===== config.mk =====
export PLATFORM = sky130hd
export DESIGN_NAME = keycode_injector
export DESIGN_NICKNAME = d
export VERILOG_FILES = /design/src/rtl/game_input_pkg.sv /design/src/rtl/keycode_inject_fifo.sv /design/src/rtl/keycode_injector.sv
export SDC_FILE = /design/constraint.sdc
export NUM_CORES = 1
export LEC_CHECK = 0
export ABC_CLOCK_PERIOD_IN_PS = 2720
export CORE_UTILIZATION = 55
export CTS_BUF_LIST = sky130_fd_sc_hd__clkbuf_16
export DETAILED_ROUTE_END_ITERATION = 10
export PLACE_DENSITY = 0.84
export SLEW_MARGIN = 20
export SYNTH_ARGS = -nofsm -noshare
export SYNTH_HDL_FRONTEND = slang
export SYNTH_SLANG_ARGS = --single-unit

===== constraint.sdc =====
create_clock -name Clk -period 2.72 [get_ports Clk]
set_clock_uncertainty 0.1 [all_clocks]
set_input_delay 0.544 -clock Clk [delete_from_list [all_inputs] [get_ports Clk]]
set_output_delay 0.544 -clock Clk [all_outputs]
set_load 0.01 [all_outputs]

===== src/rtl/game_input_pkg.sv =====
// rtl/game_input_pkg.sv - shared types and constants for the keycode injector
package game_input_pkg;

   localparam logic [7:0] KEY_NONE   = 8'h00;
   localparam int         INJ_HOLD_W = 6;

   typedef enum logic [1:0] {
      IDLE    = 2'd0,
      LOAD    = 2'd1,
      PRESS   = 2'd2,
      RELEASE = 2'd3
   } inj_state_t;

   // Default-width injection request; the top re-declares it for its own HOLD_W.
   typedef struct packed {
      logic [7:0]            key;
      logic [INJ_HOLD_W-1:0] hold;
   } inj_req_t;

endpackage


===== src/rtl/keycode_inject_fifo.sv =====
// rtl/keycode_inject_fifo.sv - synchronous request FIFO with flush, full/empty/count
module keycode_inject_fifo
   import game_input_pkg::*;
#(
   parameter int  DEPTH = 4,
   parameter type T     = inj_req_t
) (
   input  logic                   Clk,
   input  logic                   Reset,
   input  logic                   push,
   input  T                       wr_data,
   input  logic                   pop,
   input  logic                   flush,
   output T                       rd_data,
   output logic                   full,
   output logic                   empty,
   output logic [$clog2(DEPTH):0] count
);

   localparam int AW = $clog2(DEPTH);

   T               r_mem [DEPTH];
   logic [AW-1:0]  r_wr_ptr;
   logic [AW-1:0]  r_rd_ptr;
   logic [AW:0]    r_count;
   logic           w_do_push;
   logic           w_do_pop;

   // Full is taken from the registered count, so a pop in the same cycle never frees a slot early.
   assign full      = (r_count == (AW+1)'(DEPTH));
   assign empty     = (r_count == '0);
   assign count     = r_count;
   assign rd_data   = r_mem[r_rd_ptr];
   assign w_do_push = push && !full && !flush;
   assign w_do_pop  = pop && !empty && !flush;

   // Pointer and occupancy update; flush discards everything.
   always_ff @(posedge Clk) begin
      if (Reset || flush) begin
         r_wr_ptr <= '0;
         r_rd_ptr <= '0;
         r_count  <= '0;
      end else begin
         if (w_do_push) r_wr_ptr <= r_wr_ptr + 1'b1;
         if (w_do_pop)  r_rd_ptr <= r_rd_ptr + 1'b1;
         if (w_do_push && !w_do_pop)      r_count <= r_count + 1'b1;
         else if (!w_do_push && w_do_pop) r_count <= r_count - 1'b1;
      end
   end

   // Storage write; contents need no reset because count gates every read.
   always_ff @(posedge Clk) begin
      if (w_do_push) r_mem[r_wr_ptr] <= wr_data;
   end

endmodule


===== src/rtl/keycode_injector.sv =====
// rtl/keycode_injector.sv - merges scripted press/hold/release events into the live keycode bus
module keycode_injector
   import game_input_pkg::*;
#(
   parameter int DEPTH      = 4,
   parameter int HOLD_W     = INJ_HOLD_W,
   parameter int GAP_FRAMES = 2
) (
   input  logic              Clk,
   input  logic              Reset,
   input  logic              frame_tick,
   input  logic [15:0]       live_keycode,
   input  logic              inject_valid,
   input  logic [7:0]        inject_key,
   input  logic [HOLD_W-1:0] inject_hold,
   output logic              inject_ready,
   input  logic              abort,
   output logic [15:0]       keycode,
   output logic              busy
);

   localparam int GAP_W = $clog2(GAP_FRAMES + 1);
   localparam int CNT_W = (HOLD_W > GAP_W) ? HOLD_W : GAP_W;
   localparam logic [CNT_W-1:0] GAP_CNT = CNT_W'(GAP_FRAMES);
   localparam logic [CNT_W-1:0] ONE_CNT = CNT_W'(1);

   typedef struct packed {
      logic [7:0]        key;
      logic [HOLD_W-1:0] hold;
   } req_t;

   inj_state_t            r_state;
   inj_state_t            w_state_nxt;
   logic [7:0]            r_cur_key;
   logic [7:0]            w_key_nxt;
   logic [CNT_W-1:0]      r_frame_cnt;
   logic [CNT_W-1:0]      w_cnt_nxt;
   logic [15:0]           r_keycode;
   logic [15:0]           w_merged;
   req_t                  w_wr_req;
   req_t                  w_head;
   logic                  w_pop;
   logic                  w_full;
   logic                  w_empty;
   logic [$clog2(DEPTH):0] w_count;

   assign w_wr_req     = {inject_key, inject_hold};
   assign inject_ready = !w_full;
   assign keycode      = r_keycode;
   assign busy         = (r_state != IDLE) || (w_count != '0);

   keycode_inject_fifo #(
      .DEPTH (DEPTH),
      .T     (req_t)
   ) u_fifo (
      .Clk     (Clk),
      .Reset   (Reset),
      .push    (inject_valid),
      .wr_data (w_wr_req),
      .pop     (w_pop),
      .flush   (abort),
      .rd_data (w_head),
      .full    (w_full),
      .empty   (w_empty),
      .count   (w_count)
   );

   // State, current key and frame counter registers.
   always_ff @(posedge Clk) begin
      if (Reset) begin
         r_state     <= IDLE;
         r_cur_key   <= KEY_NONE;
         r_frame_cnt <= '0;
      end else begin
         r_state     <= w_state_nxt;
         r_cur_key   <= w_key_nxt;
         r_frame_cnt <= w_cnt_nxt;
      end
   end

   // Event sequencing: the head is captured on the popping edge so LOAD holds it stable
   // for one cycle (ticks there are ignored) before PRESS starts counting frames.
   always_comb begin
      w_state_nxt = r_state;
      w_key_nxt   = r_cur_key;
      w_cnt_nxt   = r_frame_cnt;
      w_pop       = 1'b0;
      if (abort) begin
         if (r_state != IDLE) begin
            w_state_nxt = RELEASE;
            w_cnt_nxt   = GAP_CNT;
         end
      end else begin
         unique case (r_state)
            IDLE: begin
               if (!w_empty) begin
                  w_pop       = 1'b1;
                  w_state_nxt = LOAD;
                  w_key_nxt   = w_head.key;
                  w_cnt_nxt   = (w_head.hold == '0) ? ONE_CNT : CNT_W'(w_head.hold);
               end
            end
            LOAD: begin
               w_state_nxt = PRESS;
            end
            PRESS: begin
               if (frame_tick) begin
                  if (r_frame_cnt == ONE_CNT) begin
                     w_state_nxt = RELEASE;
                     w_cnt_nxt   = GAP_CNT;
                  end else begin
                     w_cnt_nxt = r_frame_cnt - ONE_CNT;
                  end
               end
            end
            RELEASE: begin
               if (frame_tick) begin
                  if (r_frame_cnt == ONE_CNT) w_state_nxt = IDLE;
                  else                        w_cnt_nxt   = r_frame_cnt - ONE_CNT;
               end
            end
            default: w_state_nxt = IDLE;
         endcase
      end
   end

   // Merge: injected key fills the free low slot, else the high slot (overriding if both
   // are taken); never duplicated when the keyboard already reports it.
   always_comb begin
      w_merged = live_keycode;
      if ((r_state == PRESS) && (r_cur_key != KEY_NONE) &&
          (live_keycode[7:0] != r_cur_key) && (live_keycode[15:8] != r_cur_key)) begin
         if (live_keycode[7:0] == KEY_NONE) w_merged[7:0]  = r_cur_key;
         else                               w_merged[15:8] = r_cur_key;
      end
   end

   // Registered output bus.
   always_ff @(posedge Clk) begin
      if (Reset) r_keycode <= 16'h0000;
      else       r_keycode <= w_merged;
   end

endmodule

==> run metrics, run 1 <==
status=finished, final reports clean; flop-to-flop setup slack=0.35 ns; vias in the first global route=2857; via count=2756; Top-Level Pins=53; layout cells sized above 1=10.9%; Final GP Congestion=0.794; final count of pins violating max slew=0; CP max stage delay=roughly 0.47 ns; first drt pass iteration count=4; root buffer cell=clkbuf_16; ys async rst share=0%; Cell variety after synth=48; family with the most delay on the worst path=adder cells; Yosys reg bits=97; maximum VDD drop=601 uV; syn_nets=roughly 370; FILL cells=slightly above 500; Sequential Area=2500 um2; initial DRC count=173; Final min period=2.41 ns; die width=90.0 um; first-pass GRT wire length=14100 um; CP max FO=3; # DRC=0; Mapped Cells=326; final worst path period share=88.5%; num rows=31; die height=between 90 and 100 um; Worst-path clk slew=about 0.07 ns; Remaining Overflow, GRT=0; # clock sinks=97; Initial Utilization=between 50% and 60%; DR top layer=met4; WP data required=2.89 ns; syn avg cell area=13.1 um2; largest net degree at the start of global routing=41; clock buffer depth=2; met2 wire len=4160 um; ys flop type=edfxtp_1; PwrDens=~740 nW/um2; Final HPWL DP=5580 um; critical path's slowest cell=clkdlybuf4s50_1; post-CTS setup buffer count=0; count leader, synth=edfxtp_1; final hold violation count=0; WS Path Type=primary input to flop; Skew-Pair Late Insertion Delay=between 0.3 and 0.4 ns; core region area=7370 um2; CTS buffer count=9; initial antenna violation count=0; CP cell instances=clkdlybuf4s50_1 -> nand2_1 -> nor2_1 -> ha_1 -> inv_1 -> fa_1 -> xor2_1 -> or3_1 -> a21oi_1; RSZ-0062 raised after global routing=no; startpoint types=primary input; CP bufs+invs=2; post-DR vias/cell=between 5 and 6; Fmax=415 MHz; post-synth top area cell=edfxtp_1; CTS tree=built; met3 wire length=372 um; nets=about 440; CTS Hold Buffers Added=0; hold slack=0.389 ns; Met1 Wirelength=around 3600 um; Post-synth EDFFs=56; wirelength, routed=approximately 8000 um; sequential area share after synthesis=58.7%; Leak Pwr=1.86 nW; Final ANT Viol Nets=0; Total Neg Setup Slack=0 ns; top cells by count, synth=56 x edfxtp_1, 41 x dfxtp_1, 27 x nand2_1; Synth area leaders=edfxtp_1 39%, dfxtp_1 19%, mux4_1 4.9%; max_slew headroom=59.0%; wire per inst=16.7 um; H-tree depth=3; gr usage total=a little under a quarter; Ant. Diodes=0; final setup fails=0; worst hold path class=flop to flop; Post-CTS Resized=0; kind of end point of the critical path=flop; Max-Cap Viols=0; Worst Tran Pin Value=0.612 ns; Layout area overhead=23.0%; PortBufs=52; Cell Area, Synth=4260 um2; area taken by multi-input logic gates=1640 um2; Worst EP arrival=2.58 ns; total die area=8100 um2; Synthesis Warnings=0; area fraction of the dominant cell type after synthesis=39.5%
==> final cells by class <==
type | count | area share (%)
flip-flops and latches | 97 | 47.7
inverters | 10 | 0.716
well taps | 99 | 2.36
clock inverters | 7 | 1.43
multi-input cells | 204 | 31.2
repair buffers | 68 | 12.2
clock buffers | 9 | 4.30
==> worst reg2reg max path, cell delays in order, from the launching register on <==
cell	delay, ns
dfxtp_1	0.41
nor2_1	0.07
nand2_1	0.13
nand2_1	0.13
nor2_1	0.17
ha_1	0.21
inv_1	0.06
fa_1	0.38
xor2_1	0.18
or3_1	0.30
a21oi_1	0.16
==> state kept, by name (all words and copies together) (netlist names), named ones only <==
name and cells:
u_fifo.r_mem 56, r_frame_cnt 6, r_cur_key 8, u_fifo.r_rd_ptr 2, u_fifo.count 3, keycode 16, r_state 2, u_fifo.r_wr_ptr 2
==> worst paths after layout <==
check                  startpoint              end  cells after the start
setup / recovery     inject_valid  u_fifo.count[2]                      9
hold / removal     r_frame_cnt[4]   r_frame_cnt[4]                      2
setup reg to reg  u_fifo.count[0]  u_fifo.count[2]                     10
hold reg to reg    r_frame_cnt[4]   r_frame_cnt[4]                      2
==> report_power, final <==
| part | leakage (nW) | internal (W) | switching (W) |
|---|---|---|---|
| clock | 0.147 | 0.000722 | 0.000557 |
| sequential | 0.845 | 0.00164 | 0.0000700 |
| combinational | 0.863 | 0.000418 | 0.000459 |
==> per-layer routing <==
metal | vias to the layer above | track usage [%]
li1 | 1339 | -
met5 | - | 0
met3 | 11 | 5.84
met1 | 1337 | 29.4
met2 | 69 | 37.3
met4 | 0 | 6.59
==> placed cells by master (no fill, tap or decap), types with 2 or more instances in the layout <==
cell	Yosys	final
mux4_1	8	8
nor3_1	10	10
a21oi_1	14	14
edfxtp_1	56	56
clkdlybuf4s50_1	0	52
o21ba_2	2	2
inv_6	0	4
mux4_2	6	6
clkbuf_16	0	9
and2_1	4	4
o21ai_0	2	2
nor4_1	8	8
nand2_1	27	27
o31a_1	2	2
mux2i_1	10	10
nand2b_1	16	16
ha_1	11	11
dfxtp_1	41	41
a311oi_1	2	2
nor2b_1	2	2
nor2_1	20	20
inv_1	9	9
xor2_1	19	19
nand3_1	2	2
xnor2_1	5	5
or3_1	3	3
a211oi_1	5	5
buf_4	1	16
a41oi_1	8	8
==> kinds of logic (layout without fill, tap and decap cells) <==
| family | Yosys count | in the layout | synth area share, % |
|---|---|---|---|
| AND/OR/NAND/NOR | 101 | 101 | 12.1 |
| flip-flops | 97 | 97 | 58.7 |
| AO/OA/AOI/OAI | 43 | 43 | 7.25 |
| buffers and inverters | 25 | 94 | 2.85 |
| XOR/XNOR | 24 | 24 | 4.93 |
| multiplexers | 24 | 24 | 10.5 |
| adder cells (fa/ha/maj) | 12 | 12 | 3.70 |
==> metrics by stage <==
step	utilization (%)	cells	worst slack, ns	area [um2]	power [W]
global route	71.1	494	0.0917	5240	0.00408
CTS	71.1	494	0.326	5240	0.00389
global placement	67.1	478	0.0855	4940	0.00259
floorplan	-	326	0.458	4260	0.00234
detailed placement	67.1	478	0.0310	4940	0.00261
finish	71.1	494	0.313	5240	0.00387
No activity file was read; power rests on OpenSTA's default activity.
==> inputs of run 2 (changes only) <==
--- a/config.mk
+++ b/config.mk
@@ -10,6 +10,7 @@
 export CTS_BUF_LIST = sky130_fd_sc_hd__clkbuf_16
 export DETAILED_ROUTE_END_ITERATION = 10
 export PLACE_DENSITY = 0.84
+export SKIP_LAST_GASP = 1
 export SLEW_MARGIN = 20
 export SYNTH_ARGS = -nofsm -noshare
 export SYNTH_HDL_FRONTEND = slang
==> constraint.sdc (replaced) <==
create_clock -name Clk -period 2.72 [get_ports Clk]
set_clock_uncertainty 0.1 [all_clocks]
set_input_delay 0.544 -clock Clk [delete_from_list [all_inputs] [get_ports Clk]]
set_output_delay 0.544 -clock Clk [all_outputs]
set_load 0.1 [all_outputs]
==> run 2 against run 1 <==
Worst hold slack lost 0.0038 ns. First-iteration DRC count fell by 18%. Final area shrank 1.1%. Total power rose by 3.3%. Flip-flop and latch count unchanged. Global-route usage decreased by 0.78 points. Fmax shrank 1.4%. Core utilization decreased by 0.76 points. Critical path type is now flop to flop. Critical endpoint unchanged. Largest power group unchanged.
==> run metrics, run 2 (synthesis gave the netlist of run 1 again) <==
Final GP Congestion=0.774 (was 0.794); nets=437 (unchanged); CP max FO=4 (was 3); initial DRC count=141 (was 173); Final HPWL DP=5470 um (was 5580 um); worst r2r src=u_fifo.count[0] (unchanged); wire per inst=16.8 um (was 16.7 um); Worst Tran Pin Value=0.586 ns (was 0.612 ns); Ant. Diodes=0 (unchanged); Area after DPL=4900 um2 (was 4940 um2); CTS tree=built (unchanged); vias in the first global route=2809 (was 2857); part of the power in registers=42.9% (was 44.3%); WP data required=2.89 ns (about the same); Final min period=2.44 ns (was 2.41 ns); Fmax=410 MHz (was 415 MHz); CTS buffer count=9 (unchanged); leading cell type in the layout, fill and taps excluded=edfxtp_1 (unchanged); gr usage total=21.8% (was 22.6%); Max-Cap Viols=0 (unchanged); Remaining Overflow, GRT=0 (unchanged); Final ANT Viol Nets=0 (unchanged); PwrDens=770 nW/um2 (was 738 nW/um2); startpoint types=flop (was primary input); post-DR vias/cell=5.69 (was 5.58); num rows=31 (unchanged); total die area=8100 um2 (unchanged); Leak Pwr=1.87 nW (was 1.86 nW); Internal=0.00275 W (was 0.00278 W); max_slew headroom=60.6% (was 59.0%); wirelength, routed=8310 um (was 8240 um); CTS Hold Buffers Added=0 (unchanged); Top-Level Pins=53 (unchanged); Final Instance Area=5190 um2 (was 5240 um2); die width=90.0 um (unchanged); worst hold path class=flop to flop (unchanged); Worst EP arrival=2.61 ns (was 2.58 ns); Layout area overhead=21.7% (was 23.0%); Biggest register=u_fifo.r_mem (unchanged); flop-to-flop setup slack=0.28 ns (was 0.35 ns); via count=2804 (was 2756); final setup fails=0 (unchanged); Logic pwr share=26.6% (was 22.7%); RSZ-0062 raised after global routing=no (unchanged); Switching Fraction=31.1% (was 28.1%); Largest register FFs=56 (unchanged); worst setup path startpoint=u_fifo.count[0] (was inject_valid); die height=90.0 um (unchanged); root buffer cell=clkbuf_16 (unchanged); Total Neg Setup Slack=0 ns (unchanged); status=finished, final reports clean (unchanged); initial antenna violation count=0 (unchanged); largest net degree at the start of global routing=41 (unchanged); kind of end point of the critical path=flop (unchanged); final count of pins violating max slew=0 (unchanged); HP Start=r_frame_cnt[4] (unchanged); WS Path Type=flop to flop (was primary input to flop); post-CTS setup buffer count=0 (unchanged); layout cells sized above 1=15.0% (was 10.9%); # clock sinks=97 (unchanged); Skew-Pair Late Insertion Delay=0.34 ns (about the same); maximum VDD drop=471 uV (was 601 uV); H-tree depth=3 (unchanged); switching power=0.00124 W (was 0.00109 W); commonest cells after routing, fill and taps aside=56 x edfxtp_1, 41 x dfxtp_1, 34 x clkdlybuf4s50_1, 34 x buf_4, 26 x nand2_1 (was 56 x edfxtp_1, 52 x clkdlybuf4s50_1, 41 x dfxtp_1); core region area=7370 um2 (unchanged); first drt pass iteration count=4 (unchanged); PortBufs=52 (unchanged); final hold violation count=0 (unchanged); clock buffer depth=2 (unchanged); Post-CTS Resized=0 (unchanged); first-pass GRT wire length=13700 um (was 14100 um); # DRC=0 (unchanged); final worst path period share=89.7% (was 88.5%); Worst-path clk slew=0.07 ns (about the same); Clock power frac=30.5% (was 33.1%); Initial Utilization=57.8% (unchanged)
-- run 2: cell count changes in the layout (fill, tap and decap cells not counted), moves of 2 or more --
cell and delta:
buf_4 +18, clkdlybuf4s50_1 -18, clkinvlp_4 +2, inv_6 -4
-- run 2: routing by layer --
layer | wire length [um] | share of wire, % | vias up | GRT usage [%]
met1 | 3680 | 44 | 1370 | 28.9
met2 | 4040 | 49 | 85 | 33.8
li1 | - | - | 1333 | -
met5 | 0 | 0 | - | 0
met3 | 418 | 5.0 | 16 | 4.23
met4 | 170 | 2.0 | 0 | 12.0
-- run 2: critical path, stage by stage (launching register included) --
cell      delay (ns)
dfxtp_1         0.35
nor3_1          0.43
nor3_1          0.14
clkinv_1        0.09
ha_1            0.18
inv_1           0.06
fa_1            0.37
xor2_1          0.18
or3_1           0.30
a21oi_1         0.15
-- run 2: path summary, 6_finish.rpt --
check                    end  depth (start not counted)
max          u_fifo.count[2]                          9
min           r_frame_cnt[4]                          2
max reg2reg  u_fifo.count[2]                          9
min reg2reg   r_frame_cnt[4]                          2
-- run 2: cell type report --
class | instances | area, um2
tap | 99 | 124
timing repair buffer | 68 | 596
clock inverter | 6 | 61.3
clock buffer | 9 | 225
inverter | 10 | 37.5
sequential | 97 | 2500
multi-input combinational | 204 | 1640
fill | 507 | 2180
-- run 2: through the flow --
step	utilization [%]	std cells	worst slack (ns)	hold WS, ns	total power [W]
finish	70.4	493	0.279	0.385	0.00399
detailed placement	66.5	478	-0.0259	0.377	0.00280
floorplan	-	326	0.112	0.357	0.00253
global route	70.4	493	0.113	0.418	0.00419
global placement	66.5	478	0.0852	0.369	0.00278
CTS	70.4	493	0.316	0.387	0.00401
-- run 2: power by group through the flow --
stage / Combinational [W] / Sequential [W] / Clock [W]
floorplan: 0.000682 / 0.00185 / 0
global placement: 0.00103 / 0.00174 / 0
detailed placement: 0.00105 / 0.00174 / 0
CTS: 0.00106 / 0.00171 / 0.00124
global route: 0.00117 / 0.00172 / 0.00130
finish: 0.00106 / 0.00171 / 0.00122
